`src/rtl/acq_seq_if.sv`:
```
// acq_seq_if
//   Control link between the segmented-acquisition sequencer and the
//   acquire stream block it drives.
//
//   Signals:
//     acq_rst      sequencer -> acquire  clear acquire block (ctl_rst)
//     acq_acq      sequencer -> acquire  arm one acquisition (ctl_acq)
//     acq_stp      sequencer -> acquire  force stop (ctl_stp)
//     acq_irq_stp  acquire -> sequencer  acquisition finished (irq_stp)
//
//   Modports:
//     master  the sequencer side
//     slave   the acquire block side
interface acq_seq_if;
  logic acq_rst;
  logic acq_acq;
  logic acq_stp;
  logic acq_irq_stp;

  modport master (
    output acq_rst,
    output acq_acq,
    output acq_stp,
    input  acq_irq_stp
  );

  modport slave (
    input  acq_rst,
    input  acq_acq,
    input  acq_stp,
    output acq_irq_stp
  );
endinterface

```
`src/rtl/acq_seq.sv`:
```
// acq_seq
//   Segmented-acquisition sequencer. Runs cfg_seg back-to-back acquisitions
//   (0 = endless) on one acquire block, separated by cfg_hld holdoff cycles,
//   and reports segment count, start/end timestamps, abort status and a
//   done interrupt. Lives in the acquire block's clock domain.
//
//   Optional feature macro: ACQ_SEQ_TMO_EN
//     When defined, a per-segment timeout (cfg_tmo cycles in WAIT) pulses
//     acq_stp and sets the sticky sts_tmo output.
//
//   Ports:
//     ACLK, ARESET  clock, synchronous active-high reset
//     cts           current timestamp
//     ctl_str       start sequence pulse
//     ctl_abt       abort sequence pulse
//     cfg_seg       segments per sequence, 0 = infinite
//     cfg_hld       holdoff cycles between segments
//     cfg_tmo       per-segment timeout (timeout build only)
//     acq           control link to the acquire block (master side)
//     sts_run       sequence active
//     sts_seg       completed segments (saturating)
//     sts_abt       sticky: last sequence aborted
//     cts_str       timestamp of last accepted start
//     cts_end       timestamp of sequence end (done or abort)
//     irq_don       one-cycle pulse on normal completion
//     sts_tmo       sticky timeout flag (timeout build only)
module acq_seq #(
  parameter int SW = 16,
  parameter int HW = 32,
  parameter int TW = 32
) (
  input  logic          ACLK,
  input  logic          ARESET,
  input  logic [TW-1:0] cts,
  input  logic          ctl_str,
  input  logic          ctl_abt,
  input  logic [SW-1:0] cfg_seg,
  input  logic [HW-1:0] cfg_hld,
  input  logic [HW-1:0] cfg_tmo,
  acq_seq_if.master     acq,
  output logic          sts_run,
  output logic [SW-1:0] sts_seg,
  output logic          sts_abt,
  output logic [TW-1:0] cts_str,
  output logic [TW-1:0] cts_end,
  output logic          irq_don
`ifdef ACQ_SEQ_TMO_EN
  ,
  output logic          sts_tmo
`endif
);

  typedef enum logic [2:0] {
    S_IDLE,
    S_CLR,
    S_ARM,
    S_WAIT,
    S_HOLD,
    S_ABT
  } state_e;

  state_e        state_q, state_d;
  logic [SW-1:0] seg_q, seg_d;
  logic          abt_q, abt_d;
  logic [TW-1:0] ctsStr_q, ctsStr_d;
  logic [TW-1:0] ctsEnd_q, ctsEnd_d;
  logic [HW-1:0] hld_q, hld_d;
  logic          don_q, don_d;

  // One bit wider than the segment counter so an all-ones count can never
  // alias onto a small cfg_seg after wrapping.
  logic [SW:0]   segInc;
  assign segInc = {1'b0, seg_q} + (SW+1)'(1);

`ifdef ACQ_SEQ_TMO_EN
  logic [HW-1:0] tmoCnt_q, tmoCnt_d;
  logic          tmoPls_q, tmoPls_d;
  logic          stsTmo_q, stsTmo_d;
`else
  logic          unusedTmo;
  assign unusedTmo = ^cfg_tmo;
`endif

  // State and status registers; reset returns straight to IDLE without
  // issuing a stop because the acquire block is reset alongside us.
  always_ff @(posedge ACLK) begin
    if (ARESET) begin
      state_q  <= S_IDLE;
      seg_q    <= '0;
      abt_q    <= 1'b0;
      ctsStr_q <= '0;
      ctsEnd_q <= '0;
      hld_q    <= '0;
      don_q    <= 1'b0;
    end else begin
      state_q  <= state_d;
      seg_q    <= seg_d;
      abt_q    <= abt_d;
      ctsStr_q <= ctsStr_d;
      ctsEnd_q <= ctsEnd_d;
      hld_q    <= hld_d;
      don_q    <= don_d;
    end
  end

`ifdef ACQ_SEQ_TMO_EN
  always_ff @(posedge ACLK) begin
    if (ARESET) begin
      tmoCnt_q <= '0;
      tmoPls_q <= 1'b0;
      stsTmo_q <= 1'b0;
    end else begin
      tmoCnt_q <= tmoCnt_d;
      tmoPls_q <= tmoPls_d;
      stsTmo_q <= stsTmo_d;
    end
  end
`endif

  // Next-state logic. Abort outranks everything outside IDLE, including a
  // coincident segment end, so that segment is not counted.
  always_comb begin
    state_d  = state_q;
    seg_d    = seg_q;
    abt_d    = abt_q;
    ctsStr_d = ctsStr_q;
    ctsEnd_d = ctsEnd_q;
    hld_d    = hld_q;
    don_d    = 1'b0;
`ifdef ACQ_SEQ_TMO_EN
    tmoCnt_d = tmoCnt_q;
    tmoPls_d = 1'b0;
    stsTmo_d = stsTmo_q;
`endif

    case (state_q)
      S_IDLE: begin
        if (ctl_str && !ctl_abt) begin
          state_d  = S_CLR;
          seg_d    = '0;
          abt_d    = 1'b0;
          ctsStr_d = cts;
`ifdef ACQ_SEQ_TMO_EN
          stsTmo_d = 1'b0;
`endif
        end
      end

      S_ABT: begin
        state_d  = S_IDLE;
        abt_d    = 1'b1;
        ctsEnd_d = cts;
      end

      default: begin
        if (ctl_abt) begin
          state_d = S_ABT;
        end else begin
          case (state_q)
            S_CLR: state_d = S_ARM;

            S_ARM: begin
              state_d = S_WAIT;
`ifdef ACQ_SEQ_TMO_EN
              tmoCnt_d = '0;
`endif
            end

            S_WAIT: begin
              if (acq.acq_irq_stp) begin
                seg_d = (&seg_q) ? seg_q : segInc[SW-1:0];
                if ((cfg_seg != '0) && (segInc == {1'b0, cfg_seg})) begin
                  state_d  = S_IDLE;
                  don_d    = 1'b1;
                  ctsEnd_d = cts;
                end else if (cfg_hld == '0) begin
                  state_d = S_ARM;
                end else begin
                  state_d = S_HOLD;
                  hld_d   = '0;
                end
              end
`ifdef ACQ_SEQ_TMO_EN
              else begin
                // Stay in WAIT after the forced stop; the echoed irq_stp
                // then ends the segment through the normal path.
                tmoCnt_d = tmoCnt_q + HW'(1);
                if ((cfg_tmo != '0) && (tmoCnt_q == cfg_tmo - HW'(1))) begin
                  tmoPls_d = 1'b1;
                  stsTmo_d = 1'b1;
                end
              end
`endif
            end

            S_HOLD: begin
              // Counter runs 0..cfg_hld-1, giving exactly cfg_hld HOLD cycles.
              hld_d = hld_q + HW'(1);
              if (hld_q == cfg_hld - HW'(1)) begin
                state_d = S_ARM;
              end
            end

            default: ;
          endcase
        end
      end
    endcase
  end

  assign acq.acq_rst = (state_q == S_CLR);
  assign acq.acq_acq = (state_q == S_ARM);
`ifdef ACQ_SEQ_TMO_EN
  assign acq.acq_stp = (state_q == S_ABT) | tmoPls_q;
  assign sts_tmo     = stsTmo_q;
`else
  assign acq.acq_stp = (state_q == S_ABT);
`endif

  assign sts_run = (state_q != S_IDLE);
  assign sts_seg = seg_q;
  assign sts_abt = abt_q;
  assign cts_str = ctsStr_q;
  assign cts_end = ctsEnd_q;
  assign irq_don = don_q;

endmodule

```
`src/flat_wrapper.sv`:
```
// flat-port wrapper written by rule: the top's interface ports become plain ports
module acq_seq_flat 
#(
  parameter int SW = 16,
  parameter int HW = 32,
  parameter int TW = 32
)
  (ACLK, ARESET, cts, ctl_str, ctl_abt, cfg_seg, cfg_hld, cfg_tmo, sts_run, sts_seg, sts_abt, cts_str, cts_end, irq_don, acq_acq_rst, acq_acq_acq, acq_acq_stp, acq_acq_irq_stp);
  acq_seq_if acq_i ();
  input  logic ACLK;
  input  logic ARESET;
  input  logic [TW-1:0] cts;
  input  logic ctl_str;
  input  logic ctl_abt;
  input  logic [SW-1:0] cfg_seg;
  input  logic [HW-1:0] cfg_hld;
  input  logic [HW-1:0] cfg_tmo;
  output logic sts_run;
  output logic [SW-1:0] sts_seg;
  output logic sts_abt;
  output logic [TW-1:0] cts_str;
  output logic [TW-1:0] cts_end;
  output logic irq_don;
  output wire logic [$bits(acq_i.acq_rst)-1:0] acq_acq_rst;
  output wire logic [$bits(acq_i.acq_acq)-1:0] acq_acq_acq;
  output wire logic [$bits(acq_i.acq_stp)-1:0] acq_acq_stp;
  input wire logic [$bits(acq_i.acq_irq_stp)-1:0] acq_acq_irq_stp;
  assign acq_acq_rst = acq_i.acq_rst;
  assign acq_acq_acq = acq_i.acq_acq;
  assign acq_acq_stp = acq_i.acq_stp;
  assign acq_i.acq_irq_stp = acq_acq_irq_stp;
  acq_seq #(.SW(SW), .HW(HW), .TW(TW)) u_core (.ACLK(ACLK), .ARESET(ARESET), .cts(cts), .ctl_str(ctl_str), .ctl_abt(ctl_abt), .cfg_seg(cfg_seg), .cfg_hld(cfg_hld), .cfg_tmo(cfg_tmo), .acq(acq_i), .sts_run(sts_run), .sts_seg(sts_seg), .sts_abt(sts_abt), .cts_str(cts_str), .cts_end(cts_end), .irq_don(irq_don));
endmodule
```
`config.mk`:
```
export PLATFORM = sky130hd
export DESIGN_NAME = acq_seq_flat
export DESIGN_NICKNAME = d
export VERILOG_FILES = /design/src/rtl/acq_seq_if.sv /design/src/rtl/acq_seq.sv /design/src/flat_wrapper.sv
export SDC_FILE = /design/constraint.sdc
export NUM_CORES = 1
export LEC_CHECK = 0
export ABC_AREA = 0
export ABC_CLOCK_PERIOD_IN_PS = 3750
export BUFFER_PORTS_ARGS = -buffer_cell sky130_fd_sc_hd__buf_2
export CAP_MARGIN = 20
export CORE_MARGIN = 1.5
export CORE_UTILIZATION = 53
export CTS_CLUSTER_DIAMETER = 120
export CTS_CLUSTER_SIZE = 8
export DETAILED_ROUTE_END_ITERATION = 8
export PLACE_DENSITY_LB_ADDON = 0.2
export SLEW_MARGIN = 10
export SYNTH_ARGS = -nofsm -noshare
export SYNTH_HDL_FRONTEND = slang
export SYNTH_SLANG_ARGS = --single-unit
```
`constraint.sdc`:
```
create_clock -name ACLK -period 3.75 [get_ports ACLK]
set_clock_uncertainty 0.05 [all_clocks]
set_input_delay 0.1875 -clock ACLK [delete_from_list [all_inputs] [get_ports ACLK]]
set_output_delay 0.1875 -clock ACLK [all_outputs]
set_load 0.005 [all_outputs]
```
# After elaboration in Yosys (flattened, before gate mapping)
# Index checks and enable logic that the tools add are counted.
[word_totals]
reg_bits = 117
in_bits = 117
output_inout_bits = 86
elab_cells = 82
[op_classes]
addsub = 3
eq_ne = 16
muxes = 26
bitwise = 6
reduce_logical = 24
[ops]
columns = ["operator", "n"]
rows = [
  ["32-bit two-way mux", 7],
  ["32-bit case mux with 2 select lines", 2],
  ["16-bit two-way mux", 5],
  ["32-bit by 1-bit adder with 32-bit output (second input constant)", 1],
  ["32-bit == test", 1],
  ["32-bit zero test", 1],
  ["16-bit case mux with 2 select lines", 1],
  ["32-bit by 1-bit subtractor with 32-bit output (second input constant)", 1],
  ["3-bit two-way mux", 6],
  ["16-bit by 1-bit adder with 17-bit output (second input constant)", 1],
  ["17-bit by 16-bit == test with 1-bit output", 1],
  ["16-bit AND reduction", 1],
  ["16-bit nonzero test", 1],
  ["2-bit nonzero test", 7],
  ["3-bit case mux with 4 select lines", 1],
  ["6-bit AND reduction", 2],
  ["5-bit by 4-bit != test with 1-bit output (second input constant)", 2],
  ["2-bit != test (second input constant)", 4],
  ["7-bit nonzero test", 1],
  ["3-bit by 2-bit == test with 1-bit output (second input constant)", 2],
  ["3-bit == test (second input constant)", 2],
  ["2-bit by 1-bit != test with 1-bit output (second input constant)", 3],
  ["1-bit NOT", 6],
  ["3-bit case mux with 2 select lines", 1],
  ["other kinds (12)", 15],
]

# Depth between registers and ports, before layout
# Gate-level depths: netlist of the first run.
[depth]
word_depth = 8
mapped_depth = 13
ltp_nobuf = 10

# Worst setup path before layout of the first run
# OpenSTA, ideal clock, no wires.
[synth_timing]
kind = "reg-to-reg"
from = "register u_core.seg_q[0], in the netlist u_core.sts_seg[0]"
to = "register u_core.hld_q[15]"
setup_ps = 123
arrival_time_ps = 3105
required_time_ps = 3577
path_slack_ps = 471
path_stages_with_launch = 13
path_buffers = 3
cell_sequence = "dfxtp_1 ha_1 clkbuf_2 and3_1 clkbuf_1 and3_1 mux2_2 a2111oi_4 nand4_2 a21oi_2 clkbuf_2 nand2b_1 mux2_1"
[synth_via]
elab_chain_cells = 5
[synth_lines]
columns = ["item", "line", "rtl"]
rows = [
  ["from (decl)", "acq_seq.sv:63", "logic [SW-1:0] seg_q, seg_d;"],
  ["from (signal assigned)", "acq_seq.sv:97", "seg_q <= seg_d;"],
  ["16-bit by 1-bit adder with 17-bit output", "acq_seq.sv:73", "assign segInc = {1'b0, seg_q} + (SW+1)'(1);"],
  ["17-bit by 16-bit == test with 1-bit output", "acq_seq.sv:172", "if ((cfg_seg != '0) && (segInc == {1'b0, cfg_seg})) begin"],
  ["1-bit logical AND", "acq_seq.sv:172", ""],
  ["2-bit != test (no line)", "-", ""],
  ["6-bit AND reduction (no line)", "-", ""],
  ["to (signal assigned)", "acq_seq.sv:101", "hld_q <= hld_d;"],
  ["to (decl)", "acq_seq.sv:67", "logic [HW-1:0] hld_q, hld_d;"],
]
# Every way passes these cells.
# A chain may end at the register's enable or synchronous reset.

# Final worst setup path of the first run
[layout_timing]
from = "register u_core.seg_q[1], in the netlist u_core.sts_seg[1]"
to = "register u_core.ctsEnd_q[18], in the netlist u_core.cts_end[18]"
[layout_via]
elab_chain_cells = 5
[layout_lines]
columns = ["item", "line", "rtl"]
rows = [
  ["16-bit by 1-bit adder with 17-bit output", "acq_seq.sv:73", ""],
  ["17-bit by 16-bit == test with 1-bit output", "acq_seq.sv:172", ""],
  ["1-bit logical AND", "acq_seq.sv:172", ""],
  ["2-bit nonzero test (no line)", "-", ""],
  ["5-bit AND reduction (no line)", "-", ""],
  ["to (signal assigned)", "acq_seq.sv:100", "ctsEnd_q <= ctsEnd_d;"],
  ["to (decl)", "acq_seq.sv:66", "logic [TW-1:0] ctsEnd_q, ctsEnd_d;"],
]
# Every way passes these cells.

==> flow_summary.rst, run 1 <==
.. list-table::
   :header-rows: 1

   * - Metric
     - Value
   * - Post-detailed-placement cell area
     - a little under 8000 um^2
   * - Final worst path period need
     - 3.48 ns
   * - Endpoints failing setup
     - 0
   * - Yosys top cell area share
     - roughly a third
   * - Cell count after placement
     - around 1200
   * - Origin of the worst setup path
     - u_core.sts_seg[1]
   * - Share of synthesized registers carrying an async set or reset
     - 0%
   * - HP Class
     - input pin to flop
   * - Max frequency
     - 0.287 GHz
   * - Boundary pin count
     - roughly 200
   * - Die area
     - roughly 14000 um^2
   * - Power per cell area
     - about 450 nW/um^2
   * - Number of antenna violations at the first check in global routing
     - 0
   * - Worst Setup Start Kind
     - flop
   * - Cell area after synthesis
     - 6910 um^2
   * - Number of input and output port buffers inserted
     - 170
   * - Worst R2R Start
     - u_core.sts_seg[1]
   * - Flip-flop and latch count after synthesis
     - about 120
   * - Number of buffers added by the clock tree synthesis step
     - 17
   * - Effective utilization at floorplan
     - a little over half
   * - Maximum fanout along the worst path
     - 32
   * - Primary flip-flop cell chosen by synthesis mapping
     - dfxtp_1
   * - Cell variety after synth
     - 73
   * - Area Growth Syn to Fin
     - 27.4%
   * - First DRT Iteration DRCs
     - 537
   * - CTS sink count
     - around 120
   * - Leading cell types in the layout, fill and taps excluded
     - 170 x buf_2, 117 x dfxtp_1, 102 x nand2_1, 95 x nor2_1, 84 x a21oi_1
   * - Via count normalized by instance count
     - 5.75
   * - HPWL Detailed
     - roughly 13000 um
   * - Final Instance Count excl. Fillers
     - 1233
   * - Overall die width
     - ~120 um
   * - Most common cell after layout, fill and taps aside
     - buf_2
   * - Worst r2r dst
     - u_core.cts_end[18]
   * - Leading post-synthesis cells by cell area
     - dfxtp_1 34%, a21oi_1 6.1%, nand2_1 5.5%
   * - Max_cap viols
     - 0
   * - Transition at the pin with the smallest max-transition slack
     - 0.808 ns
   * - Final hold violation count
     - 0
   * - Syn_area_per_cell
     - 7.94 um^2
   * - RSZ-0062 raised after global routing
     - false
   * - Summed negative setup slack over all endpoints
     - 0 ns
   * - Clock slew seen by the registers of the worst setup and hold paths
     - 0.06 ns
   * - Deepest level of the CTS H-tree
     - 4
   * - Vias in the first global route
     - around 6300
   * - Total GRT Usage
     - about 28%
   * - Core Rows
     - between 40 and 50
   * - First-pass iteration count of the detailed router
     - 5
   * - Slew Limit Fails
     - 0
   * - Library cell with the largest summed area after synthesis
     - dfxtp_1
   * - Final antenna diode count
     - 0
   * - Storage cell area
     - ~2300 um^2
   * - Hold slack final
     - approximately 0.037 ns
   * - First-pass GRT wire length
     - about 30000 um
   * - Critical Path End Type
     - flop
   * - Register-to-Register Setup Slack
     - ~0.27 ns
   * - Buffer cell driving the clock tree root
     - clkbuf_16
   * - CTS tree
     - built
   * - Maximum vdd ir drop
     - 0.457 mV
   * - EDFF count, synth
     - 0
   * - Normalized max-slew margin
     - between 40% and 50%
   * - Total area of multi-input combinational cells
     - about 4300 um^2
   * - Run status
     - completed
   * - Yosys warning total
     - 0
   * - Clock Latency Late Sink
     - between 0.4 and 0.5 ns
   * - Via count of the routed design
     - roughly 7100
   * - Die height
     - roughly 120 um
   * - Mean routed wirelength per cell
     - 15.4 um
   * - Placer congestion estimate
     - 0.931
   * - Synth Instances
     - roughly 870
   * - Arrival time of the worst setup path
     - between 3 and 4 ns
   * - Number of filler instances in the final layout
     - 1044
   * - Number of nets in the final layout
     - approximately 1200
   * - CP endpoint
     - u_core.cts_end[18]
   * - Fin crit share
     - around 93%
   * - Residual antenna-violating net count after detailed routing
     - 0
   * - Longest Clk Path Bufs
     - 2
   * - Setup Crit Path Kind
     - flop to flop
   * - Core Box Area
     - roughly 13000 um^2
   * - Part of the Yosys area used for sequential elements
     - roughly 34%
   * - Origin of the worst min-delay path
     - ctl_abt
   * - Post-synth net total
     - roughly 990
   * - Wire length reported by the detailed router
     - between 15000 and 20000 um
   * - Number of cells on the worst reg-to-reg path
     - 10
   * - DRC errors left
     - 0
   * - Leakage
     - 3.46 nW
   * - Congestion Overflow GR
     - 0
   * - Critical Path RT
     - 3.97 ns
   * - Fraction of final layout cells with drive strength greater than 1
     - around a quarter
   * - Final instance area
     - between 8000 and 9000 um^2
   * - Setup Fix Bufs, Post-CTS
     - 0
   * - Maximum number of pins on one net before global-route repair
     - 55
[logic make-up after synthesis]
logic type	after synthesis	synth area share (%)
flops	117	33.9
simple gates	385	29.6
mux	43	6.32
compound gates	186	16.9
buf+inv	74	4.80
xor+xnor	63	7.98
fa+ha+maj	3	0.543
[through the flow]
step	worst slack [ns]	power, mW	utilization (%)
final	0.268	3.99	69.5
after global routing	0.0715	4.17	69.5
after CTS	0.346	4.00	69.5
after detailed placement	0.374	2.22	62.0
after global placement	0.404	2.21	62.0
after floorplan	0.471	1.94	-
[area by class of cell]
class	instances	share of cell area [%]
repair buffers	220	15.0
flip-flops and latches	117	26.6
clock inverters	15	2.33
well taps	172	2.44
multi-input cells	680	48.3
inverters	12	0.511
clock buffers	17	4.83
[synth_stat cells (4+ instances only)]
master	n
nor2_1	95
and4_1	8
a211oi_1	6
a31oi_1	4
o21ai_0	25
buf_2	7
nand4b_1	5
nand4_1	18
o31a_1	4
nor4_1	13
and3_1	6
a21oi_1	84
and2_1	4
dfxtp_1	117
nand2_1	102
nor3_1	21
or3_1	18
o22ai_1	5
xor2_1	24
mux2_2	4
nand2b_1	10
buf_4	7
xnor2_1	39
nand3b_1	10
nand3_1	21
nor2b_1	8
o31ai_1	20
or2_2	6
or4_1	18
inv_1	12
o21ai_1	6
mux2i_1	38
clkbuf_1	42
[worst min-delay path by stage]
stage	endpoint	cells after the start
global route	u_core.state_q[1]	2
detailed placement	u_core.cts_str[17]	2
global placement	u_core.cts_end[25]	3
floorplan	u_core.cts_str[0]	2
CTS	u_core.state_q[1]	2
finish	u_core.state_q[1]	2
[per-layer routing]
layer | wire, um | vias to the layer above | global-route usage [%]
met5 | 0 | - | 0
met4 | 320 | 0 | 8.43
met3 | 1040 | 32 | 7.31
met2 | 9230 | 222 | 46.2
met1 | 8370 | 3333 | 35.3
li1 | - | 3499 | -
[where the power goes]
group          internal, mW  switching [mW]  leakage (nW)  total, mW
Combinational         0.354           0.483          2.20      0.837
Sequential             1.34          0.0683         0.946       1.41
Clock                  1.08           0.664         0.312       1.74
Total                  2.77            1.22          3.46       3.99
[state kept, by name, indices dropped and copies added, names as in the netlist]
name and flops:
u_core.cts_end 32, u_core.cts_str 32, u_core.hld_q 32, u_core.irq_don 1, u_core.state_q 3, u_core.sts_abt 1, u_core.sts_seg 16
[critical path, stage by stage (launching register included)]
cell,delay [ns]
dfxtp_1,0.40
ha_1,0.33
and3_1,0.32
and3_1,0.26
mux2_2,0.39
a2111oi_4,0.35
nand4_2,0.33
o21ai_4,0.26
buf_12,0.26
mux2i_1,0.29
nor2_1,0.06
[what timing repair did]
item,4_1_cts,5_1_grt
hold buffers,32,0
endpoints found under the hold margin,61,0
gates resized for setup,0,0
No activity file was read; power rests on OpenSTA's default activity.
==> run 2, diff against run 1 <==
--- a/config.mk
+++ b/config.mk
@@ -6,7 +6,7 @@
 export NUM_CORES = 1
 export LEC_CHECK = 0
 export ABC_AREA = 0
-export ABC_CLOCK_PERIOD_IN_PS = 3750
+export ABC_CLOCK_PERIOD_IN_PS = 3700
 export BUFFER_PORTS_ARGS = -buffer_cell sky130_fd_sc_hd__buf_2
 export CAP_MARGIN = 20
 export CORE_MARGIN = 1.5
==> constraint.sdc (replaced) <==
create_clock -name ACLK -period 3.7 [get_ports ACLK]
set_clock_uncertainty 0.05 [all_clocks]
set_input_delay 0.185 -clock ACLK [delete_from_list [all_inputs] [get_ports ACLK]]
set_output_delay 0.185 -clock ACLK [all_outputs]
set_load 0.005 [all_outputs]
==> run 2 against run 1 <==
Setup slack worse by 0.028 ns. Combinational power rose by 2%. Die area did not move. Highest routed layer unchanged.
==> flow_summary.rst, run 2 (synthesis gave the netlist of run 1 again) <==
.. list-table::
   :header-rows: 1

   * - Metric
     - Value
   * - Congestion Overflow GR
     - 0 (unchanged)
   * - Final worst path period need
     - 3.46 ns (was 3.48 ns)
   * - Number of buffers added by the clock tree synthesis step
     - 17 (unchanged)
   * - Deepest level of the CTS H-tree
     - 4 (unchanged)
   * - Effective utilization at floorplan
     - 54.6% (unchanged)
   * - Utilization of the core after routing
     - 69.2% (was 69.5%)
   * - Total area of multi-input combinational cells
     - 4260 um^2 (unchanged)
   * - HPWL Detailed
     - 12800 um (was 12900 um)
   * - Placer congestion estimate
     - 0.932 (was 0.931)
   * - Core Box Area
     - 12700 um^2 (unchanged)
   * - Maximum vdd ir drop
     - 0.428 mV (was 0.457 mV)
   * - Post-detailed-placement cell area
     - 7860 um^2 (unchanged)
   * - Maximum fanout along the worst path
     - 32 (unchanged)
   * - Mean routed wirelength per cell
     - 15.5 um (was 15.4 um)
   * - Most common cell after layout, fill and taps aside
     - buf_2 (unchanged)
   * - Via count normalized by instance count
     - 5.79 (was 5.75)
   * - Worst Setup Start Kind
     - flop (unchanged)
   * - Final Instance Count excl. Fillers
     - 1232 (was 1233)
   * - Area Growth Syn to Fin
     - 26.8% (was 27.4%)
   * - Worst r2r dst
     - u_core.cts_end[21] (was u_core.cts_end[18])
   * - Transition at the pin with the smallest max-transition slack
     - 0.827 ns (was 0.808 ns)
   * - Run status
     - completed (unchanged)
   * - DRC errors left
     - 0 (unchanged)
   * - Boundary pin count
     - 203 (unchanged)
   * - Core Rows
     - 41 (unchanged)
   * - First-pass iteration count of the detailed router
     - 6 (was 5)
   * - Vias in the first global route
     - 6527 (was 6339)
   * - Max stage delay cell, worst path
     - dfxtp_1 (unchanged)
   * - Hold slack final
     - 0.0249 ns (was 0.0368 ns)
   * - Most common cell on crit path
     - and3_1 (unchanged)
   * - RSZ-0062 raised after global routing
     - false (unchanged)
   * - Number of input and output port buffers inserted
     - 170 (unchanged)
   * - Fraction of final layout cells with drive strength greater than 1
     - 23.3% (was 23.4%)
   * - CTS sink count
     - 117 (unchanged)
   * - Hold Crit Depth
     - 2 (unchanged)
   * - Setup Fix Bufs, Post-CTS
     - 0 (unchanged)
   * - First-pass GRT wire length
     - 30700 um (was 30400 um)
   * - Final hold violation count
     - 0 (unchanged)
   * - Clock slew seen by the registers of the worst setup and hold paths
     - 0.06 ns (about the same)
   * - Number of nets in the final layout
     - 1168 (unchanged)
   * - Worst R2R Start
     - u_core.sts_seg[1] (unchanged)
   * - CTS tree
     - built (unchanged)
   * - Residual antenna-violating net count after detailed routing
     - 0 (unchanged)
   * - Cell count after placement
     - 1169 (unchanged)
   * - First DRT Iteration DRCs
     - 578 (was 537)
   * - Number of filler instances in the final layout
     - 1050 (was 1044)
   * - Maximum number of pins on one net before global-route repair
     - 55 (unchanged)
   * - Number of cells on the worst reg-to-reg path
     - 10 (unchanged)
   * - Critical Path RT
     - 3.93 ns (was 3.97 ns)
   * - Slew Limit Fails
     - 0 (unchanged)
   * - Number of antenna violations at the first check in global routing
     - 0 (unchanged)
   * - Longest Clk Path Bufs
     - 2 (unchanged)
   * - Wire length reported by the detailed router
     - 19100 um (was 19000 um)
   * - Final instance area
     - 8770 um^2 (was 8810 um^2)
   * - Destination of the worst hold path
     - u_core.state_q[1] (unchanged)
   * - Origin of the worst min-delay path
     - ctl_abt (unchanged)
   * - Buffer cell driving the clock tree root
     - clkbuf_16 (unchanged)
   * - Max frequency
     - 0.289 GHz (was 0.287 GHz)
   * - Total GRT Usage
     - 27.9% (was 27.7%)
   * - Max_cap viols
     - 0 (unchanged)
   * - Die area
     - 13700 um^2 (unchanged)
   * - Worst-path cell chain
     - ha_1, and3_1, and3_1, mux2_2, a2111oi_4, nand4_2, o21ai_4, buf_12, mux2i_1, nor2_1 (unchanged)
   * - Leading cell types in the layout, fill and taps excluded
     - 170 x buf_2, 117 x dfxtp_1, 102 x nand2_1, 95 x nor2_1, 84 x a21oi_1 (unchanged)
   * - Final antenna diode count
     - 0 (unchanged)
   * - Stage delay of the slowest cell on the critical path
     - 0.40 ns (about the same)
   * - Endpoints failing setup
     - 0 (unchanged)
   * - Power per cell area
     - 447 nW/um^2 (was 453 nW/um^2)
   * - Via count of the routed design
     - 7128 (was 7086)
   * - Register-to-Register Setup Slack
     - 0.24 ns (was 0.27 ns)
   * - Normalized max-slew margin
     - 44.9% (was 46.2%)
   * - Leakage
     - 3.43 nW (was 3.46 nW)
   * - Critical Path End Type
     - flop (unchanged)
   * - Arrival time of the worst setup path
     - 3.69 ns (was 3.70 ns)
   * - HP Class
     - input pin to flop (unchanged)
   * - Die height
     - 117 um (unchanged)
   * - CP Buf/Inv Count
     - 1 (unchanged)
   * - Fin crit share
     - 93.5% (was 92.9%)
   * - Setup Crit Path Kind
     - flop to flop (unchanged)
   * - Kind of cell adding the most delay to the critical path
     - simple AND/OR/NAND/NOR gates (unchanged)
   * - Overall die width
     - 117 um (unchanged)
   * - Summed negative setup slack over all endpoints
     - 0 ns (unchanged)
   * - Storage cell area
     - 2340 um^2 (unchanged)
   * - Clock Latency Late Sink
     - 0.42 ns (was 0.41 ns)
[run 2: changes by cell type in the layout (fill, tap and decap cells not counted), sizes merged]
cell | previous run | this run
clkbuf | 17 | 18
clkinvlp | 0 | 3
inv | 22 | 15
bufinv | 3 | 2
clkinv | 2 | 5
[run 2: worst reg2reg max path, stage by stage (launching register included)]
cell and delay (ns):
dfxtp_1 0.40, ha_1 0.34, and3_1 0.34, and3_1 0.27
mux2_2 0.40, a2111oi_4 0.34, nand4_2 0.32, o21ai_4 0.25
buf_12 0.25, mux2i_1 0.32, nor2_1 0.06
[run 2: per-stage QoR]
stage	worst slack [ns]	total power [mW]
floorplan	0.421	1.96
global placement	0.348	2.24
detailed placement	0.307	2.25
CTS	0.268	3.91
global route	0.0313	4.09
finish	0.240	3.92
[run 2: final cells by class]
cell class | instances | area share, %
repair buffers | 220 | 15.0
clock buffers | 18 | 5.01
well taps | 172 | 2.45
clock inverters | 13 | 1.70
multi-input cells | 680 | 48.6
flip-flops and latches | 117 | 26.7
inverters | 12 | 0.514
[run 2: power breakdown]
part	internal (mW)	leakage (nW)	switching [mW]
combinational	0.359	2.20	0.492
clock	1.01	0.279	0.633
sequential	1.36	0.946	0.0670
total	2.73	3.43	1.19
[run 2: repair_timing]
| item | 4_1_cts | 5_1_grt |
|---|---|---|
| hold buffers | 32 | 0 |
| resized for setup | 0 | 0 |
| endpoints found under the hold margin | 63 | 0 |
[run 2: worst max-delay path by stage]
stage,end,startpoint,slack (ns),cells after the start
after global routing,u_core.cts_end[12],u_core.sts_seg[1],0.03,10
after global placement,u_core.hld_q[1],u_core.sts_seg[1],0.35,10
after floorplan,u_core.hld_q[15],u_core.sts_seg[0],0.42,12
after detailed placement,u_core.hld_q[20],u_core.sts_seg[1],0.31,10
after CTS,u_core.cts_end[25],u_core.sts_seg[1],0.27,10
final,u_core.cts_end[21],u_core.sts_seg[1],0.24,10
[run 2: per-layer routing]
metal,GRT usage [%],wire (um),vias to the layer above
met1,34.5,8340,3329
met5,0,0,-
li1,-,-,3502
met3,7.05,1190,44
met4,11.0,520,0
met2,46.7,9080,253
